**src/rtl/fpnew_pipe_elastic.sv**
```systemverilog
// Elastic valid/ready pipeline for FP units: NumPipeRegs stages, flush, occupancy, bubble collapsing.
// Define FPNEW_PIPE_SKID_EN to add a one-entry output skid register that cuts out_ready_i -> in_ready_o.
module fpnew_pipe_elastic #(
  parameter int unsigned DataWidth   = 64,
  parameter int unsigned NumPipeRegs = 2,
  parameter int unsigned OccWidth    = $clog2(NumPipeRegs + 2)
) (
  input  logic                                           clk_i,
  input  logic                                           rst_ni,
  input  logic [DataWidth-1:0]                           data_i,
  input  logic                                           in_valid_i,
  output logic                                           in_ready_o,
  input  logic                                           flush_i,
  output logic [DataWidth-1:0]                           data_o,
  output logic                                           out_valid_o,
  input  logic                                           out_ready_i,
  output logic [((NumPipeRegs > 0) ? NumPipeRegs : 1)-1:0] stage_valid_o,
  output logic [OccWidth-1:0]                            occupancy_o,
  output logic                                           busy_o
);

  if (NumPipeRegs == 0) begin : g_bypass
    assign data_o        = data_i;
    assign out_valid_o   = in_valid_i;
    assign in_ready_o    = out_ready_i;
    assign stage_valid_o = '0;
    assign occupancy_o   = '0;
    assign busy_o        = in_valid_i;
  end else begin : g_pipe
    localparam int unsigned N = NumPipeRegs;

    logic [N-1:0]         valid_q;
    logic [N-1:0]         valid_d;
    logic [N-1:0]         ready_s;
    logic [DataWidth-1:0] data_q [N];
    logic                 last_ready_s;
    logic                 ready_acc_s;
    logic                 skid_valid_s;
    logic [OccWidth-1:0]  occ_s;

    always_comb begin
      valid_d    = '0;
      valid_d[0] = in_valid_i;
      for (int i = 1; i < int'(N); i++) begin
        valid_d[i] = valid_q[i-1];
      end
    end

    // A stage may advance if anything downstream of it (itself included) has a free slot.
    always_comb begin
      ready_acc_s = last_ready_s;
      ready_s     = '0;
      for (int i = int'(N) - 1; i >= 0; i--) begin
        ready_acc_s = ready_acc_s | ~valid_q[i];
        ready_s[i]  = ready_acc_s;
      end
    end

    always_ff @(posedge clk_i or negedge rst_ni) begin
      if (!rst_ni) begin
        valid_q <= '0;
      end else if (flush_i) begin
        valid_q <= '0;
      end else begin
        for (int i = 0; i < int'(N); i++) begin
          if (ready_s[i]) begin
            valid_q[i] <= valid_d[i];
          end
        end
      end
    end

    // Payload registers only load real items and are left untouched by flush.
    always_ff @(posedge clk_i or negedge rst_ni) begin
      if (!rst_ni) begin
        for (int i = 0; i < int'(N); i++) begin
          data_q[i] <= '0;
        end
      end else begin
        if (ready_s[0] && valid_d[0]) begin
          data_q[0] <= data_i;
        end
        for (int i = 1; i < int'(N); i++) begin
          if (ready_s[i] && valid_d[i]) begin
            data_q[i] <= data_q[i-1];
          end
        end
      end
    end

`ifdef FPNEW_PIPE_SKID_EN
    logic                 skid_valid_q;
    logic                 skid_valid_d;
    logic                 skid_load_s;
    logic [DataWidth-1:0] skid_data_q;

    assign last_ready_s = ~skid_valid_q;
    assign skid_load_s  = ~skid_valid_q & valid_q[N-1] & ~out_ready_i;

    always_comb begin
      if (skid_valid_q) begin
        skid_valid_d = ~out_ready_i;
      end else begin
        skid_valid_d = valid_q[N-1] & ~out_ready_i;
      end
    end

    always_ff @(posedge clk_i or negedge rst_ni) begin
      if (!rst_ni) begin
        skid_valid_q <= 1'b0;
      end else if (flush_i) begin
        skid_valid_q <= 1'b0;
      end else begin
        skid_valid_q <= skid_valid_d;
      end
    end

    always_ff @(posedge clk_i or negedge rst_ni) begin
      if (!rst_ni) begin
        skid_data_q <= '0;
      end else if (skid_load_s) begin
        skid_data_q <= data_q[N-1];
      end
    end

    assign skid_valid_s = skid_valid_q;
    assign out_valid_o  = skid_valid_q | valid_q[N-1];
    assign data_o       = skid_valid_q ? skid_data_q : data_q[N-1];
`else
    assign last_ready_s = out_ready_i;
    assign skid_valid_s = 1'b0;
    assign out_valid_o  = valid_q[N-1];
    assign data_o       = data_q[N-1];
`endif

    always_comb begin
      occ_s = OccWidth'(skid_valid_s);
      for (int i = 0; i < int'(N); i++) begin
        occ_s = occ_s + OccWidth'(valid_q[i]);
      end
    end

    assign in_ready_o    = ready_s[0];
    assign stage_valid_o = valid_q;
    assign occupancy_o   = occ_s;
    assign busy_o        = in_valid_i | (|valid_q) | skid_valid_s;
  end

endmodule

```
**config.mk**
```make
export PLATFORM = sky130hd
export DESIGN_NAME = fpnew_pipe_elastic
export DESIGN_NICKNAME = d
export VERILOG_FILES = /design/src/rtl/fpnew_pipe_elastic.sv
export SDC_FILE = /design/constraint.sdc
export NUM_CORES = 1
export LEC_CHECK = 0
export ABC_CLOCK_PERIOD_IN_PS = 1300
export CAP_MARGIN = 20
export CORE_MARGIN = 1.5
export CORE_UTILIZATION = 30
export CTS_BUF_LIST = sky130_fd_sc_hd__clkbuf_2 sky130_fd_sc_hd__clkbuf_4 sky130_fd_sc_hd__clkbuf_8
export DETAILED_ROUTE_END_ITERATION = 6
export PLACE_DENSITY = 0.55
export SKIP_LAST_GASP = 1
export SLEW_MARGIN = 40
export SYNTH_ARGS = -nofsm -noshare
export SYNTH_HDL_FRONTEND = slang
export SYNTH_SLANG_ARGS = --single-unit
```
**constraint.sdc**
```tcl
create_clock -name clk_i -period 1.3 [get_ports clk_i]
set_input_delay 0.13 -clock clk_i [delete_from_list [all_inputs] [get_ports clk_i]]
set_output_delay 0.13 -clock clk_i [all_outputs]
set_load 0.01 [all_outputs]
```
; ---- Word-level counts from Yosys, hierarchy flattened
; Cells that the tools add are included.
[word_totals]
ff_bits = 130
in_bits = 69
[classes]
bitwise_logic = 5
mux = 3
add_sub_neg = 1
n_reduce_logical = 5
[ops]
columns = operator, count
row1 = nonzero test 2 bit, 2
row2 = OR 1 bit, 3
row3 = adder 1 x 1 -> 2 bit, 1
row4 = logical AND 1 bit, 2
row5 = two-way mux 1 bit, 2
row6 = two-way mux 2 bit, 1
row7 = inverter 1 bit, 2
row8 = OR reduction 2 bit, 1

; ---- Depth between registers and ports, before layout
[logic_depth]
depth_word = 5
ltp_mapped = 4

; ---- Least setup slack after synthesis
; No wires, ideal clock.
[synth_timing]
path_type = register to register
startpoint = register g_pipe.valid_q[0], in the netlist stage_valid_o[0]
endpoint = register g_pipe.data_q[100] (netlist name)
setup_ps = 125
path_stages_with_launch = 5
required_ps = 1175
period_less_slack_ps = 1403
arrival_time_ps = 1278
slack_ps = -103
path_cell_list = dfrtp_1 -> nand3b_4 -> nand2_8 -> buf_12 -> mux2_4
[synth_between]
elab_chain_len = 3
[synth_lines]
columns = item, line_no
row1 = start: declaration, 32  ; logic [N-1:0] valid_q;
row2 = start signal: indexed assignment, 67  ; valid_q[i] <= valid_d[i];
row3 = inverter 1 bit, 54  ; ready_acc_s = ready_acc_s | ~valid_q[i];
row4 = OR 1 bit, 54
row5 = via in_ready_o, 12  ; output logic in_ready_o,
row6 = logical AND 1 bit, 80  ; if (ready_s[0] && valid_d[0]) begin
row7 = end signal: indexed assignment, 85  ; data_q[i] <= data_q[i-1];
row8 = end: declaration, 35  ; logic [DataWidth-1:0] data_q [N];
; The timed path passes the listed nets, and every way through them passes these cells.
; A chain may end at the register's enable or synchronous reset.

; ---- Final worst setup path
[layout_timing]
startpoint = register g_pipe.valid_q[1], in the netlist stage_valid_o[1]
endpoint = register g_pipe.data_q[70] (netlist name)
[layout_between]
elab_chain_len = 4
[layout_lines]
columns = item, line_no
row1 = inverter 1 bit, 54
row2 = OR 1 bit (2 in a row), 54
row3 = logical AND 1 bit, 80
; Every way passes these cells.

==> flow_metrics.py <==
metrics = {
    "final_layout": {
        "syn_to_final_growth_pct": 30.3,
        "finish.instance_area_um2": 7430,
        "antenna_cells_inserted": 0,
        "fillers": 1762,
        "fin_nets": 526,
        "proportion_of_layout_cells_with_a_drive_suffix_above_1_pct": 42.9,
    },
    "clocking": {
        "clkSlewWorstSetupHoldPaths_ns": 0.07,
        "ctsHtreeMaxLevel": 4,
        "tritoncts_num_sinks": 130,
        "worst_skew_late_latency_ns": 0.43,
        "ctsRootBufferMaster": "clkbuf_8",
        "tritoncts_clock_tree": "done",
        "cts-buffers-inserted": 17,
        "cts_buffer_depth": 2,
    },
    "worst_setup_path": {
        "worst-endpoint-arrival_ns": 1.81,
        "crit_path_cell_trace": "buf_6, buf_6, nand3b_4, nand2_8, buf_12, mux2_4",
        "timing.critical_path.max_delay_family": "buffers and inverters",
        "worst_ep_required_time_ns": 1.61,
        "crit_buf_inv": 3,
        "rrSetupSlack_ns": -0.20,
        "start_kind": "flop",
        "crit_fanout": 19,
        "timing.critical_path.to_type": "flop",
        "worst-setup-path-type": "flop to flop",
        "critical-path-top-cell-by-count": "buf_6",
        "rr_worst_depth": 6,
        "worstReg2RegEnd": "g_pipe.data_q[70]",
        "crit_path_top_delay_cell": "dfrtp_2",
        "launch_point_of_the_worst_reg_to_reg_path": "stage_valid_o[1]",
        "worst_path_largest_cell_delay_ns": 0.41,
    },
    "floorplanning": {
        "dieArea_um2": 19800,
        "initial_core_util_pct": 30.6,
        "io_pins": 140,
        "floorplan.die.height_um": 141,
        "floorplan.die.width_um": 141,
        "core-area_um2": 18600,
        "floorplan.rows": 50,
    },
    "hold_path": {
        "classification_of_the_worst_slack_hold_path": "input port to async pin",
    },
    "grt": {
        "antenna_found_initial": 0,
        "maximum_number_of_pins_on_one_net_before_global_route_repair": 33,
        "grt_first_pass_wirelength_um": 18100,
        "grt_usage_pct": 12.0,
        "first_global_vias": 3306,
        "overflow": 0,
    },
    "synthesis": {
        "yosys_warnings": 0,
        "synthTopCellsByCount": "130 x dfrtp_1, 68 x mux2_2, 65 x buf_4, 60 x mux2_4",
        "post_synth_num_cell_types": 14,
        "sequential_area_share_after_synthesis_pct": 57.0,
        "synth_top_cells_by_area": "dfrtp_1 57%, mux2_4 16%, mux2_2 13%",
        "synth_top_cell_area_share_pct": 57.0,
        "yosys_register_bits": 130,
        "synthDominantAreaCellType": "dfrtp_1",
        "synth.avg_cell_area_um2": 16.4,
        "syn_area_um2": 5700,
        "synth-edff-count": 0,
        "synthesis.instances": 347,
        "synthesis.nets": 418,
        "postSynth.asyncResetShare_pct": 100,
        "synth_top_flop_cell": "dfrtp_1",
        "synth.most_common_cell": "dfrtp_1",
    },
    "sta": {
        "whs_ns": 0.154,
        "setup_slack_ns": -0.203,
        "worst-slew-pin-transition_ns": 0.346,
        "maxClockFrequency_mhz": 665,
        "period_minus_slack_ns": 1.50,
        "timing.max_slew.rel_slack_pct": 76.9,
        "setup_viol": 134,
        "clock-skew-final_ns": 0.00908,
        "setup_repair_after_global_routing_missed_its_margin": "true",
        "fin_hold_viols": 0,
        "final_min_period_over_clock_period_pct": 116,
        "final-max-slew-violation-count": 0,
    },
    "route": {
        "dr_total_vias": 2952,
        "drt_first_iter_violations": 79,
        "first_pass_iters": 2,
        "detail_routed_via_count_per_cell": 4.22,
        "postRouteAntennaNets": 0,
        "drc": 0,
        "post_drt_wl_per_cell_um": 15.8,
        "drt_wl_total_um": 11000,
    },
    "placed_design": {
        "routabilityCongestion": 0.721,
        "placed_area_um2": 6970,
        "dp_hpwl_um": 7510,
        "port-buffer-count": 139,
    },
    "run": {
        "maxCapViolations": 0,
    },
    "power_and_ir_drop": {
        "leakage_nw": 3.38,
        "ir_worst_vdd_v": 0.000540,
        "power_density_nw_per_um2": 1450,
    },
    "status": {
        "failed_checks": "setup timing",
        "outcome": "complete, but fails checks",
    },
}
## per-layer routing
layer	wire, µm	track usage (%)	vias up
met2	5340	18.8	80
met3	524	3.91	10
li1	-	-	1343
met4	185	5.59	0
met5	0	0	-
met1	4980	15.1	1519
## sequential cells by signal (all words and copies together), names as in the netlist
register       count
data_o            64
stage_valid_o      2
g_pipe.data_q     64
## power by group
part | switching [mW] | internal [mW]
registers | 0.332 | 4.71
clock network | 1.55 | 1.91
logic | 0.875 | 1.43
## worst max path at each step
stage               depth (start not counted)        startpoint                 end
detailed placement                          5       out_ready_i          data_o[27]
floorplan                                   4  stage_valid_o[0]  g_pipe.data_q[100]
global placement                            5       out_ready_i   g_pipe.data_q[69]
CTS                                         6  stage_valid_o[1]   g_pipe.data_q[75]
global route                                6  stage_valid_o[1]   g_pipe.data_q[75]
finish                                      6  stage_valid_o[1]   g_pipe.data_q[70]
## cell type report
cell class,count,area [µm²],share of cell area (%)
clock buffer,22,297,3.99
clock inverter,8,104,1.40
inverter,3,11.3,0.152
multi-input combinational,137,1790,24.1
sequential,130,3260,43.8
tap,234,293,3.94
timing repair buffer,166,1680,22.6
## through the flow
step,util (%),setup WS [ns],setup TNS (ns),power (mW),instances
CTS,39.4,-0.228,-23.98,11.0,697
global placement,37.4,-0.291,-33.42,7.69,662
floorplan,-,-0.00292,-0.175,6.85,347
global route,39.9,-0.270,-30.97,11.4,700
detailed placement,37.4,-0.316,-36.33,7.74,662
finish,39.9,-0.203,-21.94,10.8,700
## logic make-up (layout without fill, tap and decap cells)
logic type,count (synthesis),count (layout),synth area share (%)
AOI/OAI and AO/OA,2,2,0.176
adders and majority gates,2,2,0.439
buffers and inverters,80,199,12.0
DFF,130,130,57.0
muxes,128,128,29.2
and+or+nand+nor,5,5,1.08
## what timing repair did
| action | CTS | global route |
|---|---|---|
| pin swaps | 1 | 0 |
| hold buffers | 1 | 0 |
| endpoints found under the hold margin | 130 | 0 |
| gates resized for setup | 103 | 28 |
| setup buffers | 4 | 3 |
| setup endpoints to repair | 189 | 158 |
## cell usage in the layout (no fill, tap or decap)
master / count
bufinv_16: 2
buf_6: 13
nand2_1: 1
clkbuf_4: 1
ha_4: 2
dfrtp_2: 2
buf_12: 9
nand2_8: 1
a21oi_1: 2
inv_2: 1
clkinv_2: 1
nand2_4: 1
buf_2: 2
clkdlybuf4s50_1: 67
clkbuf_8: 21
clkinv_4: 1
dlygate4sd3_1: 1
buf_4: 10
dlygate4sd2_1: 41
dfrtp_1: 128
clkinvlp_4: 4
nand2b_1: 1
mux2_2: 68
inv_1: 2
mux2_4: 60
nand3b_4: 1
clkdlybuf4s15_1: 23
(Power assumes the default switching activity.)
